## config.mk

```make
export PLATFORM = sky130hd
export DESIGN_NAME = gpio_cond
export DESIGN_NICKNAME = d
export VERILOG_FILES = /design/src/rtl/gpio_cond_pkg.sv /design/src/rtl/gpio_debounce_ch.sv /design/src/rtl/gpio_cond.sv
export SDC_FILE = /design/constraint.sdc
export NUM_CORES = 1
export LEC_CHECK = 0
export ABC_AREA = 1
export CELL_PAD_IN_SITES_DETAIL_PLACEMENT = 1
export CELL_PAD_IN_SITES_GLOBAL_PLACEMENT = 2
export CORE_UTILIZATION = 36
export DETAILED_ROUTE_END_ITERATION = 16
export PLACE_DENSITY = 0.8
export RECOVER_POWER = 50
export SYNTH_ARGS = -nofsm -noshare
export SYNTH_HDL_FRONTEND = slang
export SYNTH_SLANG_ARGS = --single-unit
```

## constraint.sdc

```tcl
create_clock -name clk_i -period 15.85 [get_ports clk_i]
set_clock_uncertainty 0.15 [all_clocks]
set_input_delay 3.17 -clock clk_i [delete_from_list [all_inputs] [get_ports clk_i]]
set_output_delay 3.17 -clock clk_i [all_outputs]
set_load 0.1 [all_outputs]
```

## src/rtl/gpio_cond_pkg.sv

```systemverilog
// Shared types and helpers for the gpio_cond input-conditioning block.
// Holds the per-channel IRQ edge-select encoding and the debounce counter width helper.
package gpio_cond_pkg;

    typedef enum logic [1:0] {
        IRQ_OFF  = 2'b00,
        IRQ_RISE = 2'b01,
        IRQ_FALL = 2'b10,
        IRQ_BOTH = 2'b11
    } irq_mode_t;

    // Counter must be able to represent DEBOUNCE_CYCLES itself.
    function automatic int cnt_width(input int cycles);
        return $clog2(cycles + 1);
    endfunction

endpackage

```

## src/rtl/gpio_debounce_ch.sv

```systemverilog
// One GPIO channel: synchroniser chain, debounce counter and registered
// level / rise / fall outputs.
module gpio_debounce_ch
    import gpio_cond_pkg::*;
#(
    parameter int SYNC_STAGES     = 2,
    parameter int DEBOUNCE_CYCLES = 1000000
) (
    input  logic clk_i,
    input  logic arst_i,
    input  logic raw_i,
    output logic level_o,
    output logic rise_o,
    output logic fall_o
);

    localparam int CW = cnt_width(DEBOUNCE_CYCLES);
    localparam logic [CW-1:0] CNT_LAST = CW'(DEBOUNCE_CYCLES - 1);

    logic [SYNC_STAGES-1:0] sync_q, sync_d;
    logic [CW-1:0]          cnt_q, cnt_d;
    logic                   level_q, level_d;
    logic                   rise_q, rise_d;
    logic                   fall_q, fall_d;
    logic                   s;

    assign sync_d = {sync_q[SYNC_STAGES-2:0], raw_i};
    assign s      = sync_q[SYNC_STAGES-1];

    always_comb begin
        cnt_d   = '0;
        level_d = level_q;
        rise_d  = 1'b0;
        fall_d  = 1'b0;
        if (s != level_q) begin
            // Accept on the cycle the count would reach DEBOUNCE_CYCLES.
            if (cnt_q == CNT_LAST) begin
                level_d = s;
                rise_d  = s;
                fall_d  = ~s;
            end else begin
                cnt_d = cnt_q + 1'b1;
            end
        end
    end

    always_ff @(posedge clk_i or posedge arst_i) begin
        if (arst_i) begin
            sync_q  <= '0;
            cnt_q   <= '0;
            level_q <= 1'b0;
            rise_q  <= 1'b0;
            fall_q  <= 1'b0;
        end else begin
            sync_q  <= sync_d;
            cnt_q   <= cnt_d;
            level_q <= level_d;
            rise_q  <= rise_d;
            fall_q  <= fall_d;
        end
    end

    assign level_o = level_q;
    assign rise_o  = rise_q;
    assign fall_o  = fall_q;

endmodule

```

## src/rtl/gpio_cond.sv

```systemverilog
// NCH-channel GPIO conditioner: per-channel sync/debounce/edge detect, plus
// sticky pending bits and an IRQ line when GPIO_COND_IRQ_EN is defined.
module gpio_cond
    import gpio_cond_pkg::*;
#(
    parameter int NCH             = 16,
    parameter int SYNC_STAGES     = 2,
    parameter int DEBOUNCE_CYCLES = 1000000
) (
    input  logic             clk_i,
    input  logic             arst_i,
    input  logic [NCH-1:0]   raw_i,
    output logic [NCH-1:0]   level_o,
    output logic [NCH-1:0]   rise_o,
    output logic [NCH-1:0]   fall_o,
    input  logic [2*NCH-1:0] irq_mode_i,
    input  logic [NCH-1:0]   pend_clr_i,
    output logic [NCH-1:0]   pend_o,
    output logic             irq_o
);

    genvar gi;

    generate
        for (gi = 0; gi < NCH; gi++) begin : g_ch
            gpio_debounce_ch #(
                .SYNC_STAGES     (SYNC_STAGES),
                .DEBOUNCE_CYCLES (DEBOUNCE_CYCLES)
            ) u_ch (
                .clk_i   (clk_i),
                .arst_i  (arst_i),
                .raw_i   (raw_i[gi]),
                .level_o (level_o[gi]),
                .rise_o  (rise_o[gi]),
                .fall_o  (fall_o[gi])
            );
        end
    endgenerate

`ifdef GPIO_COND_IRQ_EN
    logic [NCH-1:0] pend_q, pend_d, pend_set;

    generate
        for (gi = 0; gi < NCH; gi++) begin : g_pend
            irq_mode_t mode;
            assign mode = irq_mode_t'(irq_mode_i[2*gi+1 -: 2]);
            assign pend_set[gi] =
                (rise_o[gi] && (mode == IRQ_RISE || mode == IRQ_BOTH)) ||
                (fall_o[gi] && (mode == IRQ_FALL || mode == IRQ_BOTH));
        end
    endgenerate

    // A new event in the same cycle as a clear strobe keeps the bit set.
    always_comb begin
        pend_d = (pend_q & ~pend_clr_i) | pend_set;
    end

    always_ff @(posedge clk_i or posedge arst_i) begin
        if (arst_i) begin
            pend_q <= '0;
        end else begin
            pend_q <= pend_d;
        end
    end

    assign pend_o = pend_q;
    assign irq_o  = |pend_q;
`else
    logic unused_irq_inputs;
    assign unused_irq_inputs = ^{irq_mode_i, pend_clr_i};

    assign pend_o = '0;
    assign irq_o  = 1'b0;
`endif

endmodule

```

==> key figures, run 1 <==
Outcome
  • Status: complete, but fails checks
  • Failing checks: max-capacitance violations, max-slew violations

Synthesis
  • Synth Area per Inst: 7.90 sq um
  • Mapped cell area: 21100 sq um
  • Compound-cell area share of the yosys netlist: 0.0209
  • Simple-Gate Fraction of Synth Area: 0.358
  • Register area share after synthesis: 0.475
  • Synth cell types: 34
  • Yosys warns: 0
  • Synth Area in XOR/XNOR: 0.0693
  • FF+latch count, synth: 400
  • Largest family of logic cells by synthesized area: simple AND/OR/NAND/NOR gates
  • Mux contribution to synthesized area: 0
  • Synth Area in Adders: 0.00949
  • Gate Count Post-Synth: 2670

Setup path
  • Worst setup EP type: async pin
  • Most frequent cell on the critical path: buf_4
  • Slowest CP cell: clkinvlp_2
  • Crit-path max cell delay: 2.74 ns
  • Worst Path Arrival: 8.69 ns
  • WS Path Type: input port to async pin
  • Crit path cell chain: dlygate4sd3_1, clkinvlp_2, buf_12, buf_4, buf_4
  • CP startpoint kind: input port
  • CP Max Fanout: 165
  • CP Buf/Inv Count: 5
  • CP required: 16.33 ns
  • Cell family with most CP delay: buffers and inverters

Clocking
  • # hold bufs at CTS: 0
  • PostCTS Resize Cnt: 0
  • Clk sinks: 400
  • Total CTS buffers: 50
  • # H-tree levels: 2
  • Clock Root Buffer: clkbuf_16
  • Worst skew pair latency: 0.60 ns
  • Post-CTS Setup Bufs: 0
  • Clock transition at the registers of the reported paths: 0.06 ns
  • CTS tree: built
  • Clock buffer depth: 3

GRT
  • Overflow after GRT: 0
  • Initial antenna violation count: 0
  • Number of global-route vias before repair: 17969
  • GRT Util Overall: 0.173
  • Largest net degree at the start of global routing: 166
  • First-pass GRT wire length: 87.0 mm

Layout
  • Layout fillers: 7061
  • Post-Route Utilization: 0.411
  • Final Net Count: 2813
  • Register area: 10000 sq um
  • Diodes inserted: 0
  • Multi-input gate area: 9430 sq um
  • Commonest non-fill, non-tap cell in the layout: nor2_1
  • Most frequent cells in the layout: nor2_1, nand2_1, dfrtp_1
  • Fraction of final layout cells sized beyond drive strength 1: 0.0617
  • P&R area growth vs syn: 12.8%

Placed design
  • DP Wirelength: 35.5 mm
  • Number of port buffers: 65
  • GPL Wtd Cong: 0.822

Detailed routing
  • Initial drt markers: 667
  • Drt pass-1 iters: 4
  • Post-route ant nets: 0
  • Vias/cell: 4.78
  • WL/cell: 14.0 microns
  • DRC: 0
  • Routed Wire Length: 49.4 mm
  • Via count: 16890

Floorplanning
  • Die area: 59600 sq um
  • Core area: 57800 sq um
  • # IOs: 131
  • Initial core utilization: 0.365
  • Die Y: 244 microns
  • Die W: 244 microns
  • Row count: 88

Job
  • Max Cap Violations: 1

Power and ir drop
  • LEAKAGE: 10.0 nW
  • Pwr Density: 99.6 nW/um^2
  • Maximum VDD drop: 0.0953 mV

STA
  • Least-Margin Pin Slew: 5.02 ns
  • Setup TNS: 0 ns
  • Final Hold Vio Count: 0
  • Final Max Slew Viols: 112
  • RSZ-0062 raised after global routing: false
  • Slew HR: -2.35
  • Minimum clock period: 8.21 ns
  • Endpoints failing setup: 0
  • Tcrit/Tclk final: 0.518
  • F_max: 122 MHz

Min path
  • Worst hold path type: register to register
[sequential cells by signal, indices dropped and copies added (netlist names)]
register	cells
g_ch.u_ch.cnt_q	320
g_ch.u_ch.sync_q	32
g_ch.u_ch.fall_o	16
g_ch.u_ch.level_o	16
g_ch.u_ch.rise_o	16
[where the power goes]
group	internal (mW)	total, mW	switching, mW
clock	0.775	1.24	0.463
sequential	1.04	1.05	0.0109
combinational	0.0171	0.0843	0.0672
total	1.83	2.37	0.541
[synth_stat cells]
| cell type | instances | area share |
|---|---|---|
| nand3b_1 | 8 | 0.0028 |
| xnor2_1 | 73 | 0.030 |
| nor2_4 | 18 | 0.0096 |
| inv_2 | 3 | 0.00053 |
| nor2_2 | 47 | 0.014 |
| conb_1 | 1 | 0.00018 |
| nor4_1 | 1 | 0.00030 |
| nand2_1 | 451 | 0.080 |
| o21bai_1 | 7 | 0.0025 |
| clkbuf_1 | 9 | 0.0016 |
| a21oi_2 | 3 | 0.0012 |
| inv_1 | 236 | 0.042 |
| ha_1 | 16 | 0.0095 |
| nor2_8 | 1 | 0.00095 |
| nand4_1 | 40 | 0.012 |
| nand2_2 | 30 | 0.0089 |
| nor3b_1 | 6 | 0.0021 |
| nor3b_2 | 2 | 0.0012 |
| nand3_4 | 5 | 0.0042 |
| nand3_1 | 252 | 0.060 |
| o21ai_1 | 4 | 0.00095 |
| dfrtp_1 | 400 | 0.47 |
| nor3_4 | 5 | 0.0039 |
| nor3_1 | 59 | 0.014 |
| a21oi_1 | 50 | 0.012 |
| buf_4 | 66 | 0.023 |
| a31oi_1 | 1 | 0.00030 |
| and2_1 | 5 | 0.0015 |
| nand2_4 | 2 | 0.0011 |
| nand3_2 | 21 | 0.010 |
| xor2_1 | 94 | 0.039 |
| nor2_1 | 733 | 0.13 |
| or2_2 | 4 | 0.0012 |
| o21ai_0 | 17 | 0.0040 |
[worst register-to-register path, cell delays in order (launching register included)]
cell     delay (ns)
dfrtp_1        0.40
inv_1          0.11
nor2_1         0.05
nor2_1         0.71
inv_1          0.27
nand2_1        0.34
nor2_1         0.10
[per-stage QoR]
step	instances	power (mW)	hold slack, ns	setup slack (ns)	cell area, sq um
5_1_grt	3535	2.47	0.205	6.42	23800
3_3_place_gp	3444	1.15	0.184	8.86	22300
6_report	3535	2.37	0.196	7.64	23800
3_5_place_dp	3444	1.16	0.187	8.77	22300
2_1_floorplan	2686	1.13	0.181	1.41	21200
4_1_cts	3535	2.42	0.198	9.44	24100
[cell type report]
type / count / share of cell area
clock inverter: 25 / 0.0149
multi-input combinational: 1972 / 0.396
tap: 765 / 0.0402
inverter: 239 / 0.0378
sequential: 400 / 0.421
clock buffer: 66 / 0.0612
timing repair buffer: 68 / 0.0288
[kinds of logic after synthesis]
family / Yosys count
simple gates: 1690
flops: 400
buf+inv: 314
xor+xnor: 167
compound gates: 82
fa+ha+maj: 16
other cells: 1
[worst paths after layout]
check	end	depth (start not counted)	slack, ns	from
max in group clk_i	level_o[0]	1	10.38	g_ch[0].u_ch.level_o
worst max-delay path	g_ch[1].u_ch.cnt_q[19]	5	7.64	arst_i
worst min-delay path	g_ch[10].u_ch.sync_q[1]	0	0.20	g_ch[10].u_ch.sync_q[0]
min in group asynchronous	g_ch[6].u_ch.cnt_q[7]	2	4.38	arst_i
worst max register to register	g_ch[14].u_ch.cnt_q[9]	6	13.60	g_ch[14].u_ch.level_o
worst min register to register	g_ch[10].u_ch.sync_q[1]	0	0.20	g_ch[10].u_ch.sync_q[0]
[metal layers]
metal  track usage  vias up  routed length [microns]
met1         0.224     8228                    23100
met2         0.296      126                    23900
met4        0.0438        0                      869
li1              -     8470                        -
met5             0        -                        0
met3        0.0317       66                     1460
Note: power is estimated with default switching activity, not from simulation.
==> inputs of run 2 (changes only) <==
Settings changed: CORE_UTILIZATION 36 to 32, PLACE_DENSITY 0.8 to 0.76.
Clock period 15.85 ns to 7 ns, I/O delays scaled along.
==> run 2 against run 1 <==
  * The run still ends with max-capacitance violations, max-slew violations left
  * Sequential share of layout area down 0.22 points
  * Wire length up 2.3%
  * Utilization down 4.3 points
  * Critical path type is now register to output pin
  * Critical endpoint is now level_o[14]
  * Largest cell class unchanged
  * Largest power group unchanged
==> key figures, run 2 (synthesis results as in run 1) <==
Outcome
  • Status: complete, but fails checks
  • Failing checks: max-capacitance violations, max-slew violations

Layout
  • Final Net Count: 2814 (+0.036%)
  • Most frequent cells in the layout: nor2_1, nand2_1, dfrtp_1
  • Diodes inserted: 0 (unchanged)
  • Max reg flops: 320 (unchanged)
  • Fraction of final layout cells sized beyond drive strength 1: 0.0639 (+0.00212)
  • Layout fillers: 7826 (+11%)
  • Commonest non-fill, non-tap cell in the layout: nor2_1
  • Final Non-Filler Cells: 3627 (+2.6%)
  • Top flop regs: g_ch.u_ch.cnt_q (320), g_ch.u_ch.sync_q (32)
  • Register bank with the most flops: g_ch.u_ch.cnt_q
  • P&R area growth vs syn: 13.4%
  • Final instance area: 23900 sq um (+0.52%)

Placed design
  • Area of placed instances: 22400 sq um (+0.58%)
  • Number of port buffers: 65 (unchanged)
  • Cells after DPL: 3535 (+2.6%)
  • GPL Wtd Cong: 0.812 (-1.1%)
  • DP Wirelength: 36.6 mm (+3.0%)

Setup path
  • FF-to-FF Start: g_ch[2].u_ch.level_o
  • CP startpoint kind: register
  • RR Endpoint: g_ch[2].u_ch.cnt_q[18]
  • Slowest CP cell: clkdlybuf4s50_1
  • CP required: 5.45 ns (-10.88 ns)
  • Crit-path max cell delay: 1.18 ns (-1.56 ns)
  • Worst Path Arrival: 2.22 ns (-6.47 ns)
  • FF-to-FF path depth: 6 (unchanged)
  • Worst setup EP type: output pin
  • Cell family with most CP delay: buffers and inverters
  • CP Max Fanout: 4 (-98%)
  • R2R setup slack: 4.66 ns (-8.94 ns)
  • CP Buf/Inv Count: 1 (-4)
  • WS Path Type: register to output pin
  • Crit path cell chain: clkdlybuf4s50_1

Clocking
  • # hold bufs at CTS: 0 (unchanged)
  • CTS tree: built
  • # H-tree levels: 2 (unchanged)
  • Clk sinks: 400 (unchanged)
  • Worst skew pair latency: 0.59 ns (about the same)
  • PostCTS Resize Cnt: 0 (unchanged)
  • Clock transition at the registers of the reported paths: 0.06 ns (about the same)
  • Clock Root Buffer: clkbuf_16
  • Post-CTS Setup Bufs: 0 (unchanged)
  • Clock buffer depth: 3 (unchanged)
  • Total CTS buffers: 50 (unchanged)

STA
  • Final Hold Vio Count: 0 (unchanged)
  • Slew HR: -0.196 (+2.15)
  • Least-Margin Pin Slew: 1.78 ns (-3.24 ns)
  • Setup TNS: 0 ns (unchanged)
  • F_max: 265 MHz
  • Endpoints failing setup: 0 (unchanged)
  • RSZ-0062 raised after global routing: false
  • Final Max Slew Viols: 38 (-66%)
  • Tcrit/Tclk final: 0.539
  • Minimum clock period: 3.77 ns

Floorplanning
  • Row count: 93 (+5.7%)
  • Core area: 64800 sq um (+12%)
  • Die Y: 259 microns (+6.0%)
  • Die W: 259 microns (+6.0%)
  • Die area: 66900 sq um (+12%)
  • Initial core utilization: 0.325 (-0.0395)
  • # IOs: 131 (unchanged)

Job
  • Max Cap Violations: 1 (unchanged)

Power and ir drop
  • Clock share of power: 0.520 (-0.003)
  • Maximum VDD drop: 0.154 mV (+61%)
  • Power Internal: 4.11 mW (+120%)
  • Comb pwr share: 0.036 (about the same)
  • LEAKAGE: 10.0 nW (about the same)
  • Sequential Power Share: 0.443 (about the same)
  • Switching fraction of total power: 0.232 (+0.00327)
  • P_sw: 1.24 mW (+130%)
  • Pwr Density: 224 nW/um^2 (+120%)

GRT
  • Largest net degree at the start of global routing: 131 (-21%)
  • Number of global-route vias before repair: 17928 (-0.23%)
  • First-pass GRT wire length: 88.1 mm (+1.3%)
  • Most Crowded Layer GR: met2
  • Initial antenna violation count: 0 (unchanged)
  • GR Util met3: 0.0231 (-0.00863)
  • Overflow after GRT: 0 (unchanged)
  • GRT met1 Usage: 0.203 (-0.0205)
  • GRT Util Overall: 0.156 (-0.0165)
  • M2 GR Usage: 0.270 (-0.0257)

Detailed routing
  • Post-route ant nets: 0 (unchanged)
  • Initial drt markers: 537 (-19%)
  • Vias/cell: 4.64 (-2.8%)
  • WL/cell: 13.9 microns (-0.30%)
  • DRC: 0 (unchanged)
  • Via count: 16843 (-0.28%)
  • Drt pass-1 iters: 4 (unchanged)
  • Routed Wire Length: 50.5 mm (+2.3%)

Min path
  • HP Start: g_ch[7].u_ch.sync_q[0]
  • Hold depth: 0 (unchanged)
  • Hold Path End: g_ch[7].u_ch.sync_q[1]
  • Worst hold path type: register to register
run 2: changes by cell type in the layout (fill, tap and decap cells not counted), moves of 2 or more:
cell and change:
clkbuf_1 -3, clkinv_2 +3, clkbuf_16 -2, clkinv_4 +2
run 2: worst register-to-register path: cells and delay by family, from the launching register on:
kind,cells,cell delay (ns)
buffers and inverters,2,0.38
flip-flops,1,0.40
AND/OR/NAND/NOR,4,1.28
run 2: how the worst max path moves through the flow:
stage                           from                 endpoint  slack (ns)  cells after the start
6_report       g_ch[14].u_ch.level_o              level_o[14]        3.23                      1
4_1_cts        g_ch[14].u_ch.level_o              level_o[14]        3.14                      1
3_5_place_dp                  arst_i     g_ch[11].u_ch.fall_o        3.35                      3
5_1_grt                       arst_i  g_ch[11].u_ch.cnt_q[11]        3.04                      3
2_1_floorplan                 arst_i    g_ch[0].u_ch.cnt_q[0]        0.06                      1
3_3_place_gp                  arst_i     g_ch[11].u_ch.rise_o        3.40                      3
run 2: cell type report:
cell class	count	area (sq um)	area share
Timing Repair Buffer	69	706	0.0295
Sequential cell	400	10000	0.419
Clock inverter	30	385	0.0161
Clock buffer	62	1410	0.0589
Tap cell	855	1070	0.0447
Inverter	239	898	0.0376
Multi-Input combinational cell	1972	9430	0.395
run 2: through the flow:
step                 util  power, mW  hold slack, ns  setup slack [ns]
floorplan               -       2.57           0.181            0.0642
global placement    0.346       2.61           0.183              3.40
detailed placement  0.346       2.62           0.186              3.35
CTS                 0.373       5.48           0.199              3.14
global route        0.369       5.58           0.208              3.04
finish              0.369       5.34           0.191              3.23
run 2: power by group through the flow:
| stage | logic [mW] | registers, mW | clock network [mW] |
|---|---|---|---|
| 2_1_floorplan | 0.158 | 2.41 | 0 |
| 3_3_place_gp | 0.201 | 2.41 | 0 |
| 3_5_place_dp | 0.208 | 2.41 | 0 |
| 4_1_cts | 0.208 | 2.37 | 2.90 |
| 5_1_grt | 0.224 | 2.37 | 2.99 |
| 6_report | 0.194 | 2.37 | 2.78 |
run 2: per-layer routing:
layer / vias up / share of wire
met2: 111 / 0.49
met5: - / 0
met3: 64 / 0.024
met1: 8212 / 0.47
met4: 0 / 0.019
li1: 8456 / -
